<file path="src/rtl/train_timer_pkg.sv">
// Shared defaults and mode encoding for the train controller timer bank.
package train_timer_pkg;

  localparam int DEF_WIDTH    = 19;
  localparam int DEF_CHANNELS = 4;

  typedef enum logic {
    MODE_ONESHOT  = 1'b0,
    MODE_PERIODIC = 1'b1
  } mode_e;

endpackage

</file>
<file path="src/rtl/timer_channel.sv">
// One countdown channel: count/reload/mode state plus registered expired and done flags.
module timer_channel
  import train_timer_pkg::*;
#(
  parameter int WIDTH = DEF_WIDTH
) (
  input  logic             clk,
  input  logic             rst_n,
  input  logic             tick_i,
  input  logic             load_i,
  input  logic [WIDTH-1:0] load_val_i,
  input  logic             load_periodic_i,
  input  logic             pause_i,
  input  logic             cancel_i,
  output logic [WIDTH-1:0] count_o,
  output logic             expired_o,
  output logic             done_o
);

  logic [WIDTH-1:0] count_q, count_d;
  logic [WIDTH-1:0] reload_q, reload_d;
  mode_e            mode_q, mode_d;
  logic             expired_q, expired_d;
  logic             done_q, done_d;

  // Next state: cancel beats load, load beats the tick decrement.
  always_comb begin
    count_d  = count_q;
    reload_d = reload_q;
    mode_d   = mode_q;
    done_d   = 1'b0;
    if (cancel_i) begin
      count_d = {WIDTH{1'b0}};
      mode_d  = MODE_ONESHOT;
    end else if (load_i) begin
      count_d  = load_val_i;
      reload_d = load_val_i;
      // A zero load stays expired, so it must not become a periodic channel.
      if (load_periodic_i && (load_val_i != {WIDTH{1'b0}})) begin
        mode_d = MODE_PERIODIC;
      end else begin
        mode_d = MODE_ONESHOT;
      end
    end else if (tick_i && !pause_i && (count_q != {WIDTH{1'b0}})) begin
      if (count_q == WIDTH'(1)) begin
        done_d = 1'b1;
        if (mode_q == MODE_PERIODIC) begin
          count_d = reload_q;
        end else begin
          count_d = {WIDTH{1'b0}};
        end
      end else begin
        count_d = count_q - WIDTH'(1);
      end
    end else begin
      count_d = count_q;
    end
    expired_d = (count_d == {WIDTH{1'b0}});
  end

  always_ff @(posedge clk) begin
    if (!rst_n) begin
      count_q   <= {WIDTH{1'b0}};
      reload_q  <= {WIDTH{1'b0}};
      mode_q    <= MODE_ONESHOT;
      expired_q <= 1'b1;
      done_q    <= 1'b0;
    end else begin
      count_q   <= count_d;
      reload_q  <= reload_d;
      mode_q    <= mode_d;
      expired_q <= expired_d;
      done_q    <= done_d;
    end
  end

  assign count_o   = count_q;
  assign expired_o = expired_q;
  assign done_o    = done_q;

endmodule

</file>
<file path="src/rtl/train_timer_bank.sv">
// Bank of countdown timers sharing one prescaler, load port and readback mux.
module train_timer_bank
  import train_timer_pkg::*;
#(
  parameter int WIDTH    = DEF_WIDTH,
  parameter int CHANNELS = DEF_CHANNELS,
  parameter int PRESCALE = 1,
  parameter int CH_W     = (CHANNELS > 1) ? $clog2(CHANNELS) : 1
) (
  input  logic                clk,
  input  logic                rst_n,
  input  logic                load,
  input  logic [CH_W-1:0]     load_ch,
  input  logic [WIDTH-1:0]    load_val,
  input  logic                load_periodic,
  input  logic [CHANNELS-1:0] pause,
  input  logic [CHANNELS-1:0] cancel,
  output logic [CHANNELS-1:0] expired,
  output logic [CHANNELS-1:0] done,
  output logic                busy,
  input  logic [CH_W-1:0]     rd_ch,
  output logic [WIDTH-1:0]    rd_count
);

  localparam int PS_W = (PRESCALE > 1) ? $clog2(PRESCALE) : 1;

  logic [PS_W-1:0]  pre_q, pre_d;
  logic             tick_s;
  logic [WIDTH-1:0] count_s [CHANNELS];
  logic [WIDTH-1:0] rd_sel_s;
  logic [WIDTH-1:0] rd_count_q;

  // Free-running prescaler; with PRESCALE=1 it sits at 0 and ticks every cycle.
  assign tick_s = (pre_q == PS_W'(PRESCALE - 1));

  always_comb begin
    if (tick_s) begin
      pre_d = {PS_W{1'b0}};
    end else begin
      pre_d = pre_q + PS_W'(1);
    end
  end

  always_ff @(posedge clk) begin
    if (!rst_n) begin
      pre_q <= {PS_W{1'b0}};
    end else begin
      pre_q <= pre_d;
    end
  end

  // Out-of-range load_ch values match no channel and are dropped.
  for (genvar g = 0; g < CHANNELS; g++) begin : g_ch
    timer_channel #(.WIDTH(WIDTH)) u_ch (
      .clk            (clk),
      .rst_n          (rst_n),
      .tick_i         (tick_s),
      .load_i         (load && (load_ch == CH_W'(g))),
      .load_val_i     (load_val),
      .load_periodic_i(load_periodic),
      .pause_i        (pause[g]),
      .cancel_i       (cancel[g]),
      .count_o        (count_s[g]),
      .expired_o      (expired[g]),
      .done_o         (done[g])
    );
  end

  always_comb begin
    rd_sel_s = {WIDTH{1'b0}};
    for (int c = 0; c < CHANNELS; c++) begin
      rd_sel_s = (rd_ch == CH_W'(c)) ? count_s[c] : rd_sel_s;
    end
  end

  always_ff @(posedge clk) begin
    if (!rst_n) begin
      rd_count_q <= {WIDTH{1'b0}};
    end else begin
      rd_count_q <= rd_sel_s;
    end
  end

  assign rd_count = rd_count_q;
  assign busy     = |(~expired);

endmodule
</file>
<file path="config.mk">
export PLATFORM = sky130hd
export DESIGN_NAME = train_timer_bank
export DESIGN_NICKNAME = d
export VERILOG_FILES = /design/src/rtl/train_timer_pkg.sv /design/src/rtl/timer_channel.sv /design/src/rtl/train_timer_bank.sv
export SDC_FILE = /design/constraint.sdc
export NUM_CORES = 1
export LEC_CHECK = 0
export CAP_MARGIN = 15
export CORE_MARGIN = 3
export CORE_UTILIZATION = 40
export DETAILED_ROUTE_END_ITERATION = 6
export SETUP_SLACK_MARGIN = 0.1
export SLEW_MARGIN = 5
export SYNTH_ARGS = -nofsm -noshare
export SYNTH_HDL_FRONTEND = slang
export SYNTH_SLANG_ARGS = --single-unit
</file>
<file path="constraint.sdc">
create_clock -name clk -period 4.75 [get_ports clk]
set_input_delay 0.95 -clock clk [delete_from_list [all_inputs] [get_ports clk]]
set_output_delay 0.95 -clock clk [all_outputs]
set_load 0.005 [all_outputs]
</file>
# Word-level counts from Yosys, hierarchy flattened
# Cells that the tools add are included.
[classes]
n_addsub = 5
n_mul = 0
div = 0
magnitude_cmp = 0
n_eq_ne = 10
shift = 0
mux = 29
bitwise_logic = 11
n_reduce_logical = 42
[op_table]
columns = ["cell", "count"]
rows = [
  ["$mux 19", 24],
  ["$reduce_bool 19->1", 5],
  ["$eq 19x1->1 const B", 4],
  ["$logic_not 19->1", 4],
  ["$sub 19x1->19 const B", 4],
  ["$reduce_or 4->1", 5],
  ["$logic_and 1x1->1", 13],
  ["$not 1->1", 10],
  ["$reduce_and 2->1", 5],
  ["$eq 2x2->1 const B", 4],
  ["$reduce_or 2->1", 4],
  ["$mux 1", 5],
  ["$eq 2x1->1 const B", 2],
  ["$logic_not 1->1", 4],
  ["$logic_not 2->1", 2],
  ["$not 4->4", 1],
  ["$add 1x1->1 const B", 1],
]
[word_totals]
regBits = 184
latchBits = 0
ram_bits = 0
rom_bits = 0
input_bits = 35
output_inout_bits = 28
wordCells = 119
memories = 0

# Longest topological paths before layout
[logic_depth]
word_depth = 7
mapped_depth = 12
mapped_depth_nobuf = 10

# By module
# From an unflattened synthesis, not the netlist that was laid out.
[unflattened]
cells_unflattened = 1436
area_unflattened_um2 = 11178.2
[by_module_without_submodules]
columns = ["mod", "instances", "cells_per_inst", "area_per_inst_um2", "seq_area_each_um2"]
rows = [
  ["timer_channel (g_ch[1].u_ch ...)", 3, 336, 2567.5, 820.8],
  ["timer_channel (g_ch[0].u_ch)", 1, 334, 2456.1, 820.8],
  ["train_timer_bank", 1, 94, 1019.7, 400.4],
]

# Worst setup path after synthesis
# Ideal clock, no wire load.
[synth_timing]
path_type = "input to register"
from = "input port load_ch[1]"
to = "register g_ch[0].u_ch.expired_q"
setup_time_ps = 84
t_arrival_ps = 2922
required_ps = 4666
path_slack_ps = 1744
path_stages = 9
n_path_buf = 2
path_cell_list = "clkbuf_1 > or3b_2 > clkbuf_1 > nand2_1 > nor2_1 > a32o_1 > nand2b_1 > or4_1 > o31ai_2"
[synth_between]
elab_chain_len = 5
[synth_lines]
columns = ["item", "line", "rtl"]
rows = [
  ["start, declared", "train_timer_bank.sv:13", "input logic [CH_W-1:0] load_ch,"],
  ["$logic_not 2->1", "train_timer_bank.sv:58", ".load_i (load && (load_ch == CH_W'(g))),"],
  ["$logic_and 1x1->1", "train_timer_bank.sv:58", ""],
  ["$mux 19", "timer_channel.sv:35", "end else if (load_i) begin"],
  ["$mux 19", "timer_channel.sv:32", "if (cancel_i) begin"],
  ["$logic_not 19->1", "timer_channel.sv:58", "expired_d = (count_d == {WIDTH{1'b0}});"],
  ["end signal, assigned", "timer_channel.sv:72", "expired_q <= expired_d;"],
  ["end, declared", "timer_channel.sv:23", "logic expired_q, expired_d;"],
]
# No other way between the ends.
# A chain may end at the register's enable or synchronous reset.

# Final worst setup path
[layout_timing]
from = "register g_ch[2].u_ch.count_q[10]"
to = "register g_ch[2].u_ch.expired_q"
[layout_between]
elab_chain_len = 6
elab_cells_between_ends = 9
classes_between = "1 x add/sub; 1 x eq/ne; 4 x mux; 3 x reduce/logical"
[layout_lines]
columns = ["item", "line", "rtl"]
rows = [
  ["start, declared", "timer_channel.sv:20", "logic [WIDTH-1:0] count_q, count_d;"],
  ["start signal, assigned", "timer_channel.sv:63", "count_q <= {WIDTH{1'b0}};"],
  ["start signal, assigned", "timer_channel.sv:69", "count_q <= count_d;"],
  ["$sub 19x1->19, or another cell as far along", "timer_channel.sv:53", "count_d = count_q - WIDTH'(1);"],
  ["$mux 19 or $logic_and 1x1->1 (tied branches)", "timer_channel.sv:45, timer_channel.sv:44", ""],
  ["$mux 19 *", "timer_channel.sv:44", "end else if (tick_i && !pause_i && (count_q != {WIDTH{1'b0}})) begin"],
  ["$mux 19 *", "timer_channel.sv:35", ""],
  ["$mux 19 *", "timer_channel.sv:32", ""],
  ["$logic_not 19->1 *", "timer_channel.sv:58", ""],
  ["end signal, assigned", "timer_channel.sv:72", ""],
  ["end, declared", "timer_channel.sv:23", ""],
]
# Mark *: on every way between the ends. The rest lies on a longest branch, timed or not.

==> results.ini <==
[run_status]
status = finished clean

[sta]
slew_violations = 0
setup_viol_count_final = 0
finalHoldViolCount = 0
worst_slew_pin_slew_ns = 1.15
fin_crit_ns = 3.79
rsz0062_at_grt = false
period_share_pct = 79.8
fin_skew_ns = 0.0148
relSlewSlack_pct = 22.8
fmaxAchievable_ghz = 0.264
fin_tns_setup_ns = 0

[yosys]
synthCells = 1411
syn_area_sq_um = 10800
synth_ff_type = dfxtp_1
synth_nets = 1458
syn_avg_cell_area_sq_um = 7.62
synth_edf_count = 0
seq_area_frac_synth_pct = 34.3
synth-async-reset-ratio_pct = 0
ys_seq_elements = 184
synth_cell_types = 82
yosysWarnings = 0

[detailed_routing]
drt_pass1_iterations = 6
drt_iter0_markers = 1662
routed_wl_um = 43500
vias = 11364
via_per_inst = 6.46
drcViolationCount = 0
wl_per_cell_um = 24.7
ant_nets = 0

[placed_design]
globalplace.congestion = 0.977
io_buffers = 62
place_area_sq_um = 11600
place.detailed.hpwl_um = 30200

[cts]
post_cts_resize_count = 0
cts_sinks = 184
cts_inserted_buffers = 17
cts_tree = done
root_buffer = clkbuf_16
ctsLongestPathBuffers = 2
worstSkewPairLatency_ns = 0.44
cts_hold_buf = 0
htreeDepth = 4
cts_setup_buffers = 0
cts.clk_slew.worst_paths_ns = 0.07

[floorplan]
num_rows = 59
core_area_sq_um = 26200
ios = 63
die_h_um = 170
die-area_sq_um = 28900
die_x_um = 170
start_util_pct = 41.0

[flow_run]
cap_violations = 0

[global_routing]
antenna_found_initial = 1
gr-total-overflow = 0
grt_max_degree = 58
grt_pass1_vias = 10275
grt_use_total_pct = 29.4
grt_pass1_wl_um = 65000

[worst_setup_path]
cp_max_fo = 29
cp-startpoint = g_ch[2].u_ch.count_o[10]
rr_startpoint = g_ch[2].u_ch.count_o[10]
endpoint_kind = flop
crit_arrival_ns = 4.10
crit_required_ns = 5.06
start_kind = flop
path_class = flop to flop

[min_path]
hold_path_class = flop to flop
hp-start = g_ch[1].u_ch.reload_q[0]

[power]
power.density_nw_per_um2 = 373
combPwrFrac_pct = 28.5
p_leak_nw = 4.19
clock_power_share_pct = 33.3
p_int_w = 0.00296
vdd.ir_drop.worst_v = 0.000169
p_seq_share_pct = 38.2
p_sw_w = 0.00158
total_power_w = 0.00454
switching_share_pct = 34.8

[layout]
drive_gt1_share_pct = 7.86
fin_area_sq_um = 12200
antenna_cells = 0
area_delta_synth_final_pct = 13.1
final_common_cell = nand2_1
final_core_util_pct = 46.4
final_cell_mix = 243 x nand2_1, 184 x dfxtp_1, 159 x a21oi_1, 91 x nor2_1, 72 x o21ai_0
nets = 1460

cell usage after synthesis (all sizes together) (4+ instances only):
master   count  area share, %
o41ai       10           0.81
o211ai      15            1.0
or4         17            1.3
xnor2        9           0.73
o21ai       78            3.7
nor2        92            3.3
a211o       10           0.81
a32oi        7           0.57
dfxtp      184             34
o22ai        6           0.35
a21o         4           0.28
a21oi      159            7.4
nand4b       4           0.33
nand3       38            1.8
nand4       24            1.4
a311oi      12           0.98
mux2i        5           0.47
or3         13           0.76
or2          6           0.35
nand2b       4           0.23
buf         30            1.7
and2        66            3.8
nor3b        8           0.56
nor3        50            2.4
a31oi       19            1.1
or3b         5           0.41
o21a         6           0.42
a22oi        9           0.63
ha          12            1.4
inv         19           0.66
clkbuf      83            2.9
o31ai       22            1.6
a211oi      21            1.5
a2111oi      4           0.33
nor4        35            2.6
and3        12           0.70
nand2      243            8.5
mux4        19            4.0
state kept, by name (all words and copies together), names as in the netlist:
name                 flops
g_ch.u_ch.count_o       76
g_ch.u_ch.done_o         4
g_ch.u_ch.expired_o      4
g_ch.u_ch.mode_q         4
g_ch.u_ch.reload_q      76
pre_q                    1
rd_count                19
cells by family (layout without fill, tap and decap cells):
group | Yosys count | count (layout) | share of synthesized area, %
AOI/OAI and AO/OA | 416 | 416 | 24.4
buffers and inverters | 134 | 148 | 5.32
DFF | 184 | 184 | 34.3
other | 1 | 1 | 0.0349
xor gates and xnor gates | 12 | 12 | 0.977
muxes | 25 | 25 | 4.55
adders and majority gates | 12 | 12 | 1.40
and+or+nand+nor | 627 | 627 | 29.1
stage by stage:
step | instances | setup WS, ns | hold WS, ns
2_1_floorplan | 1411 | 1.74 | 0.432
3_3_place_gp | 1729 | 0.940 | 0.439
3_5_place_dp | 1729 | 0.844 | 0.444
4_1_cts | 1760 | 1.05 | 0.453
5_1_grt | 1760 | 0.747 | 0.473
6_report | 1760 | 0.958 | 0.457
path summary, 6_finish.rpt:
kind,end,slack [ns],cells past startpoint
worst min-delay path,g_ch[1].u_ch.reload_q[0],0.46,2
worst max register to register,g_ch[2].u_ch.expired_o,0.96,8
worst min register to register,g_ch[1].u_ch.reload_q[0],0.46,2
worst max-delay path,g_ch[2].u_ch.expired_o,0.96,8
per-layer routing:
metal / vias to the layer above / wire [um] / global-route usage, %
li1: 5174 / - / -
met1: 5365 / 18600 / 41.5
met2: 706 / 18800 / 44.6
met3: 117 / 4590 / 6.32
met4: 2 / 1590 / 9.98
met5: - / 11 / 0
power groups by stage:
| stage | clock, W | combinational [W] | sequential [W] |
|---|---|---|---|
| detailed placement | 0 | 0.00125 | 0.00176 |
| CTS | 0.00151 | 0.00125 | 0.00173 |
| global route | 0.00158 | 0.00139 | 0.00174 |
| global placement | 0 | 0.00126 | 0.00176 |
| finish | 0.00151 | 0.00129 | 0.00173 |
| floorplan | 0 | 0.000899 | 0.00169 |
final cells by class:
| class | count | area [sq um] |
|---|---|---|
| fill | 2649 | 14000 |
| multi-input combinational | 1093 | 6500 |
| sequential | 184 | 3680 |
| timing repair buffer | 96 | 871 |
| clock buffer | 22 | 464 |
| tap | 335 | 419 |
| clock inverter | 9 | 140 |
| inverter | 21 | 80.1 |
worst max-delay path, stage by stage (launching register included):
cell	delay, ns
dfxtp_1	0.41
nor4_2	0.53
and2_0	0.44
a311o_1	0.99
a21oi_1	0.07
a211oi_1	0.34
a2bb2oi_1	0.20
nand4b_1	0.20
o41ai_1	0.48
(Power assumes the default switching activity.)
